File: src/rtl/id_pkg.sv
// Shared definitions for the decode/dispatch stage: opcode map, decoded
// control bundle layout and the dispatch FSM state encoding.
package id_pkg;

  localparam logic [5:0] OP_ALU    = 6'h01;
  localparam logic [5:0] OP_ADDI   = 6'h02;
  localparam logic [5:0] OP_LD     = 6'h03;
  localparam logic [5:0] OP_ST     = 6'h04;
  localparam logic [5:0] OP_BEQ    = 6'h05;
  localparam logic [5:0] OP_J      = 6'h06;
  localparam logic [5:0] OP_JAL    = 6'h07;
  localparam logic [5:0] OP_JR     = 6'h08;
  localparam logic [5:0] OP_LDI    = 6'h09;
  localparam logic [5:0] OP_STRCNT = 6'h10;
  localparam logic [5:0] OP_STPCNT = 6'h11;
  localparam logic [5:0] OP_HALT   = 6'h3F;

  typedef struct packed {
    logic       writeRd;
    logic       MemOp;
    logic       RegDest;
    logic       RS_en;
    logic       ldic;
    logic       isSignEx;
    logic       immed;
    logic [3:0] alu_ctrl;
    logic       isJump;
    logic       isJR;
    logic       ld;
    logic       mem_wen;
    logic       link;
    logic       strcnt;
    logic       stpcnt;
    logic       halt;
  } ctrl_t;

  localparam int CTRL_W = $bits(ctrl_t);

  typedef enum logic [1:0] {RUN, FLUSH, HALTED} state_t;

endpackage

File: src/rtl/id_decoder.sv
// Combinational opcode decoder producing one control bundle per instruction.
// Any opcode not in the map yields an all-zero bundle, which the dispatch
// stage treats as a NOP needing only a ROB entry.
module id_decoder
  import id_pkg::*;
(
  input  logic [5:0] opcode,
  output ctrl_t      ctrl
);

  // Map each known opcode to its control bits; everything else stays zero.
  always_comb begin
    ctrl = '0;
    unique case (opcode)
      OP_ALU: begin
        ctrl.writeRd = 1'b1; ctrl.RegDest = 1'b1; ctrl.RS_en = 1'b1;
        ctrl.alu_ctrl = 4'h1;
      end
      OP_ADDI: begin
        ctrl.writeRd = 1'b1; ctrl.RegDest = 1'b1; ctrl.RS_en = 1'b1;
        ctrl.isSignEx = 1'b1; ctrl.immed = 1'b1; ctrl.alu_ctrl = 4'h1;
      end
      OP_LD: begin
        ctrl.writeRd = 1'b1; ctrl.RegDest = 1'b1; ctrl.RS_en = 1'b1;
        ctrl.MemOp = 1'b1; ctrl.ld = 1'b1; ctrl.isSignEx = 1'b1; ctrl.immed = 1'b1;
      end
      OP_ST: begin
        ctrl.RS_en = 1'b1; ctrl.MemOp = 1'b1; ctrl.mem_wen = 1'b1;
        ctrl.isSignEx = 1'b1; ctrl.immed = 1'b1;
      end
      OP_BEQ: begin
        ctrl.RS_en = 1'b1; ctrl.isSignEx = 1'b1; ctrl.immed = 1'b1;
        ctrl.alu_ctrl = 4'h2;
      end
      OP_J:   ctrl.isJump = 1'b1;
      OP_JAL: begin
        ctrl.isJump = 1'b1; ctrl.link = 1'b1; ctrl.writeRd = 1'b1; ctrl.RegDest = 1'b1;
      end
      OP_JR: begin
        ctrl.isJR = 1'b1; ctrl.RS_en = 1'b1;
      end
      OP_LDI: begin
        ctrl.writeRd = 1'b1; ctrl.RegDest = 1'b1; ctrl.ldic = 1'b1; ctrl.immed = 1'b1;
      end
      OP_STRCNT: ctrl.strcnt = 1'b1;
      OP_STPCNT: ctrl.stpcnt = 1'b1;
      OP_HALT:   ctrl.halt = 1'b1;
      default:   ctrl = '0;
    endcase
  end

endmodule

File: src/rtl/id_dispatch_wide.sv
// N-wide in-order decode/dispatch stage. Fetched groups land in a circular
// decode queue; up to WIDTH head entries are decoded and dispatched per cycle,
// limited by RS/ROB/free-list capacity, recovery flush, arbiter stall and halt.
// Optional macro ID_PERF_CNT_EN adds saturating stall-cause counters.
module id_dispatch_wide
  import id_pkg::*;
#(
  parameter int WIDTH    = 2,
  parameter int IQ_DEPTH = 8,
  parameter int INSTR_W  = 32,
  parameter int CNT_W    = 6
)
(
  input  logic                       clk,
  input  logic                       rst,
  input  logic [WIDTH-1:0]           fetch_valid,
  input  logic [WIDTH*INSTR_W-1:0]   fetch_instr,
  output logic                       fetch_ready,
  input  logic [CNT_W-1:0]           rs_free,
  input  logic [CNT_W-1:0]           rob_free,
  input  logic [CNT_W-1:0]           fl_free,
  input  logic                       stall_recover,
  input  logic                       stall_arbiter,
  output logic [WIDTH-1:0]           dsp_valid,
  output logic [WIDTH*INSTR_W-1:0]   dsp_instr,
  output logic [WIDTH*CTRL_W-1:0]    dsp_ctrl,
  output logic                       halted
`ifdef ID_PERF_CNT_EN
  ,
  output logic [31:0]                perf_rs_stall,
  output logic [31:0]                perf_rob_stall,
  output logic [31:0]                perf_fl_stall,
  output logic [31:0]                perf_arb_stall
`endif
);

  localparam int PTR_W  = $clog2(IQ_DEPTH);
  localparam int QCNT_W = PTR_W + 1;
  localparam int SUM_W  = CNT_W + 1;

  state_t             state;
  logic [PTR_W-1:0]   head, tail;
  logic [QCNT_W-1:0]  count, push_cnt, pop_cnt;
  logic [INSTR_W-1:0] queue [IQ_DEPTH];
  logic [INSTR_W-1:0] head_instr [WIDTH];
  ctrl_t              head_ctrl [WIDTH];
  logic [WIDTH-1:0]   push_mask;
  logic [SUM_W-1:0]   rob_sum, rs_sum, fl_sum;
  logic               dispatch_en, chain, lane_ok, halt_dispatched, push_chain;

  assign dispatch_en = !rst && (state == RUN) && !stall_recover && !stall_arbiter;
  assign fetch_ready = (state == RUN) && !stall_recover &&
                       ((QCNT_W'(IQ_DEPTH) - count) >= QCNT_W'(WIDTH));
  assign halted      = (state == HALTED);

  // Read the WIDTH entries starting at the head; pointer arithmetic wraps naturally.
  always_comb begin
    for (int i = 0; i < WIDTH; i++) begin
      head_instr[i] = queue[head + PTR_W'(i)];
    end
  end

  for (genvar g = 0; g < WIDTH; g++) begin : g_dec
    id_decoder u_dec (
      .opcode (head_instr[g][INSTR_W-1 -: 6]),
      .ctrl   (head_ctrl[g])
    );
  end

  // Only the contiguous valid prefix of a fetch group is enqueued, and only when ready.
  always_comb begin
    push_mask  = '0;
    push_cnt   = '0;
    push_chain = fetch_ready;
    for (int k = 0; k < WIDTH; k++) begin
      push_chain   = push_chain && fetch_valid[k];
      push_mask[k] = push_chain;
      push_cnt     = push_cnt + QCNT_W'(push_chain);
    end
  end

  // Grow the dispatch group lane by lane until occupancy, resources or a halt stop it.
  always_comb begin
    dsp_valid       = '0;
    rob_sum         = '0;
    rs_sum          = '0;
    fl_sum          = '0;
    pop_cnt         = '0;
    halt_dispatched = 1'b0;
    lane_ok         = 1'b0;
    chain           = dispatch_en;
    for (int i = 0; i < WIDTH; i++) begin
      rob_sum = rob_sum + SUM_W'(1);
      rs_sum  = rs_sum + SUM_W'(head_ctrl[i].RS_en);
      fl_sum  = fl_sum + SUM_W'(head_ctrl[i].RegDest);
      lane_ok = chain && (QCNT_W'(i) < count) &&
                (rob_sum <= {1'b0, rob_free}) &&
                (rs_sum  <= {1'b0, rs_free}) &&
                (fl_sum  <= {1'b0, fl_free});
      dsp_valid[i]    = lane_ok;
      pop_cnt         = pop_cnt + QCNT_W'(lane_ok);
      halt_dispatched = halt_dispatched || (lane_ok && head_ctrl[i].halt);
      chain           = lane_ok && !head_ctrl[i].halt;
    end
  end

  // Flatten the per-lane head entries and bundles onto the dispatch buses.
  always_comb begin
    dsp_instr = '0;
    dsp_ctrl  = '0;
    for (int i = 0; i < WIDTH; i++) begin
      dsp_instr[i*INSTR_W +: INSTR_W] = head_instr[i];
      dsp_ctrl[i*CTRL_W +: CTRL_W]    = head_ctrl[i];
    end
  end

  // Queue storage: accepted lanes are written at the tail in lane order.
  always_ff @(posedge clk) begin
    for (int k = 0; k < WIDTH; k++) begin
      if (!rst && push_mask[k]) begin
        queue[tail + PTR_W'(k)] <= fetch_instr[k*INSTR_W +: INSTR_W];
      end
    end
  end

  // Dispatch FSM plus queue pointers; recovery clears the queue, halt is sticky until rst.
  always_ff @(posedge clk) begin
    if (rst) begin
      state <= RUN;
      head  <= '0;
      tail  <= '0;
      count <= '0;
    end else begin
      unique case (state)
        RUN: begin
          if (stall_recover) begin
            state <= FLUSH;
            head  <= '0;
            tail  <= '0;
            count <= '0;
          end else begin
            if (halt_dispatched) state <= HALTED;
            head  <= head + PTR_W'(pop_cnt);
            tail  <= tail + PTR_W'(push_cnt);
            count <= count + push_cnt - pop_cnt;
          end
        end
        FLUSH: begin
          if (!stall_recover) state <= RUN;
          head  <= '0;
          tail  <= '0;
          count <= '0;
        end
        HALTED: state <= HALTED;
        default: state <= RUN;
      endcase
    end
  end

`ifdef ID_PERF_CNT_EN
  logic perf_active, rs_block, rob_block, fl_block;

  assign perf_active = (state == RUN) && !stall_recover && (count != '0);
  assign rs_block    = head_ctrl[0].RS_en && (rs_free == '0);
  assign rob_block   = (rob_free == '0);
  assign fl_block    = head_ctrl[0].RegDest && (fl_free == '0);

  // Saturating per-cause stall counters; HALTED is never RUN, so they freeze there.
  always_ff @(posedge clk) begin
    if (rst) begin
      perf_rs_stall  <= '0;
      perf_rob_stall <= '0;
      perf_fl_stall  <= '0;
      perf_arb_stall <= '0;
    end else if (perf_active) begin
      if (rs_block && (perf_rs_stall != '1))        perf_rs_stall  <= perf_rs_stall + 32'd1;
      if (rob_block && (perf_rob_stall != '1))      perf_rob_stall <= perf_rob_stall + 32'd1;
      if (fl_block && (perf_fl_stall != '1))        perf_fl_stall  <= perf_fl_stall + 32'd1;
      if (stall_arbiter && (perf_arb_stall != '1))  perf_arb_stall <= perf_arb_stall + 32'd1;
    end
  end
`endif

endmodule

File: config.mk
export PLATFORM = sky130hd
export DESIGN_NAME = id_dispatch_wide
export DESIGN_NICKNAME = d
export VERILOG_FILES = /design/src/rtl/id_pkg.sv /design/src/rtl/id_decoder.sv /design/src/rtl/id_dispatch_wide.sv
export SDC_FILE = /design/constraint.sdc
export NUM_CORES = 1
export LEC_CHECK = 0
export CORE_MARGIN = 3
export CORE_UTILIZATION = 39
export DETAILED_ROUTE_END_ITERATION = 8
export PLACE_DENSITY = 0.58
export SLEW_MARGIN = 20
export SYNTH_ARGS = -nofsm -noshare
export SYNTH_HDL_FRONTEND = slang
export SYNTH_SLANG_ARGS = --single-unit
export TNS_END_PERCENT = 20
File: constraint.sdc
create_clock -name clk -period 7.1 [get_ports clk]
set_input_delay 1.775 -clock clk [delete_from_list [all_inputs] [get_ports clk]]
set_output_delay 1.775 -clock clk [all_outputs]
set_load 0.005 [all_outputs]
==> results.py <==
metrics = {
    "status": {
        "run_status": "finished clean",
    },
    "global_route": {
        "wire_length_of_the_first_global_routing_pass_um": 69460,
        "maximum_number_of_pins_on_one_net_before_global_route_repair": 56,
        "number_of_antenna_violations_at_the_first_check_in_global_routing": 3,
        "grt_util_all_layers_pct": 20.67,
        "grt_remaining_overflow": 0,
        "number_of_global_route_vias_before_repair": 10570,
    },
    "clock_network": {
        "clkSinkCount": 271,
        "clk_root_buffer_cell": "sky130_fd_sc_hd__clkbuf_16",
        "tritoncts_clock_tree": "built",
        "htreeDepth": 1,
        "clock_latency_ns": 0.55,
        "tritoncts.num_buffers": 30,
        "max-clock-path-buffers": 3,
        "clk_pin_slew_worst_paths_ns": 0.06,
        "ctsHoldBuffers": 0,
    },
    "timing": {
        "fin_crit_sh_pct": 93.23,
        "grt_setup_unrepaired": "no",
        "setup-violations-final": 0,
        "tightest_slew_ns": 1.022,
        "slew-limit-headroom_pct": 31.58,
        "totalNegativeSetupSlack_ns": 0,
        "timing_hold_violations_final": 0,
        "clock_skew_ns": 0.006389,
        "max_freq_mhz": 151.1,
        "min_period_ns": 6.619,
        "drv_slew": 0,
    },
    "critical_path": {
        "crit_path_max_incr_delay_ns": 0.55,
        "critical_path.endpoint_type": "primary output",
        "origin_of_the_critical_flop_to_flop_path": "head[0]",
        "critPathArrivalTime_ns": 4.84,
        "cp_data_required_time_ns": 5.33,
        "crit_path_start": "head[0]",
        "criticalPathCategory": "flop to primary output",
        "slowest_stage": "sky130_fd_sc_hd__buf_6",
        "critical_path.cell_chain": "buf_6, inv_2, mux4_2, clkinv_1, or3_1, a31oi_1, ha_1, inv_1, ha_1, inv_1, a21oi_1, a211o_1, nand4_1, nor2_1, clkdlybuf4s50_1",
        "critical_path_peak_fanout": 55,
        "critical_path.startpoint_type": "flop",
    },
    "route": {
        "drc": 0,
        "via_count": 10300,
        "final_antenna_net_count": 0,
        "first_drt_iteration_drcs": 782,
        "routed_via_density": 5.802,
        "firstDrtPassIters": 4,
        "route.detailed.wl_per_inst_um": 26.74,
        "routed_wl_um": 47470,
    },
    "logic_synthesis": {
        "synth-seq-area-share_pct": 47.90,
        "postSynth.topFlopCell": "sky130_fd_sc_hd__edfxtp_1",
        "share_of_synthesized_registers_carrying_an_async_set_or_reset_pct": 0,
        "yosys_register_bits": 271,
        "synth.cell_area_um2": 16680,
        "post_synthesis_cell_count": 1037,
        "yosysWarningCount": 0,
        "synth_enable_flop_cells": 256,
        "synth.avg_cell_area_um2": 16.08,
        "synth.distinct_cells": 55,
    },
    "layout": {
        "syn_to_final_growth_pct": 19.94,
        "design.final.nets": 1327,
        "layout.cell_area.non_filler_um2": 20000,
        "drive_above_1_share_pct": 42.88,
        "antenna_cells": 0,
    },
    "floorplan": {
        "core-area_um2": 42130,
        "die_area_um2": 45280,
        "starting_density_of_the_core_pct": 39.58,
        "die_y_um": 212.8,
        "floorplan.io_pins": 194,
        "chipWidth_um": 212.8,
        "placement_rows": 75,
    },
    "min_path": {
        "worstHoldPathType": "flop to flop",
        "worst_hold_startpoint": "count[3]",
    },
    "place": {
        "detailed_place.area_um2": 19090,
        "hpwl_um": 28370,
        "placement.io_buffers": 189,
        "gpl.final_weighted_congestion": 0.7796,
    },
    "power": {
        "power.density_nw_per_um2": 175.1,
        "max-vdd-ir-drop_v": 0.0001961,
        "power.leakage_nw": 6.476,
    },
    "job": {
        "timing.max_cap.violations": 0,
    },
}
stage by stage:
| step | hold WS (ns) | utilization (%) | total power (W) | cells | setup WS, ns |
|---|---|---|---|---|---|
| global placement | 0.5547 | 45.31 | 0.002085 | 1721 | 0.8069 |
| finish | 0.5748 | 47.47 | 0.003502 | 1775 | 0.4808 |
| CTS | 0.5758 | 47.42 | 0.003538 | 1774 | 0.1282 |
| floorplan | 0.5087 | - | 0.001949 | 1040 | 1.406 |
| detailed placement | 0.5603 | 45.31 | 0.002087 | 1721 | 0.7407 |
| global route | 0.6367 | 47.47 | 0.003629 | 1775 | 0.04638 |
layer usage:
layer,wire (µm),up-vias,track usage [%]
met5,40,-,0
met4,740,6,3.969
met3,2552,54,2.880
met2,23500,319,35.35
met1,20640,5368,28.52
li1,-,4552,-
kinds of logic after synthesis:
family / Yosys count / share of synthesized area [%]
muxes: 466 / 40.32
DFF: 271 / 47.90
and+or+nand+nor: 118 / 3.721
buffers and inverters: 103 / 3.632
AOI/OAI and AO/OA: 43 / 1.801
adders and majority gates: 24 / 1.981
xor gates and xnor gates: 11 / 0.6228
other: 1 / 0.02249
layout make-up:
cell class,instances,area [µm²]
Multi-Input combinational cell,666,8213
Sequential cell,271,7998
Tap cell,539,674.4
Inverter,28,105.1
Fill cell,3635,22130
Timing Repair Buffer,218,2126
Clock inverter,14,80.08
Clock buffer,39,805.8
sequential cells by signal, indices dropped and copies added (netlist names), named ones only:
register  count
state         2
count         4
head          3
queue       256
tail          3
synth_stat cells, drive strengths merged, types with 3 or more instances:
library cell | number | area share [%]
mux2 | 319 | 22
edfxtp | 256 | 46
mux4 | 127 | 17
buf | 56 | 2.6
nor2 | 52 | 1.2
inv | 27 | 0.61
ha | 20 | 1.5
mux2i | 20 | 1.2
clkbuf | 19 | 0.43
nand2 | 18 | 0.47
dfxtp | 15 | 1.8
a22oi | 9 | 0.41
nand3 | 8 | 0.54
nor3 | 8 | 0.27
o21ai | 8 | 0.24
xor2 | 7 | 0.41
a21oi | 6 | 0.18
nand2b | 5 | 0.19
and2 | 4 | 0.15
fa | 4 | 0.48
o21a | 4 | 0.18
o31ai | 4 | 0.18
or3 | 4 | 0.15
or4 | 4 | 0.18
xnor2 | 4 | 0.21
nand4 | 3 | 0.11
nor4 | 3 | 0.11
cell usage in the layout (no fill, tap or decap), types with 5 or more instances in the layout:
cell type,count
sky130_fd_sc_hd__a22oi_1,9
sky130_fd_sc_hd__dfxtp_1,11
sky130_fd_sc_hd__clkbuf_1,8
sky130_fd_sc_hd__mux2_1,6
sky130_fd_sc_hd__clkbuf_16,31
sky130_fd_sc_hd__mux2_4,18
sky130_fd_sc_hd__nand2_1,14
sky130_fd_sc_hd__o21ai_4,6
sky130_fd_sc_hd__nor3_1,7
sky130_fd_sc_hd__ha_1,19
sky130_fd_sc_hd__nor2_1,52
sky130_fd_sc_hd__mux2i_1,19
sky130_fd_sc_hd__a21oi_1,6
sky130_fd_sc_hd__mux4_2,127
sky130_fd_sc_hd__buf_4,27
sky130_fd_sc_hd__mux2_2,295
sky130_fd_sc_hd__clkinv_1,13
sky130_fd_sc_hd__nand2b_1,5
sky130_fd_sc_hd__clkdlybuf4s50_1,189
sky130_fd_sc_hd__edfxtp_1,256
sky130_fd_sc_hd__inv_1,25
sky130_fd_sc_hd__xor2_1,6
critical path: cells and delay by family, from the launching register on:
family                   cells  cell delay (ns)
AO/OA/AOI/OAI                3             0.57
adder cells (fa/ha/maj)      2             0.42
buffers and inverters        6             1.70
flip-flops                   1             0.35
multiplexers                 1             0.50
AND/OR/NAND/NOR              3             0.76
what timing repair did:
action                     in CTS  in global routing
setup buffers                   0                  1
setup endpoints to repair       0                  1
gates resized for setup         0                  1
worst paths after layout:
| path | end | slack, ns | depth (start not counted) |
|---|---|---|---|
| max | dsp_valid[1] | 0.48 | 15 |
| min | count[3] | 0.57 | 2 |
| max reg2reg | count[3] | 1.57 | 21 |
| min reg2reg | count[3] | 0.57 | 2 |
power by group:
group / internal [W] / switching (W) / total [W] / leakage (nW)
Sequential: 0.00176 / 0.00000744 / 0.00177 / 2.43
Combinational: 0.000163 / 0.000123 / 0.000286 / 3.62
Clock: 0.000823 / 0.000623 / 0.00145 / 0.428
(Power assumes the default switching activity.)
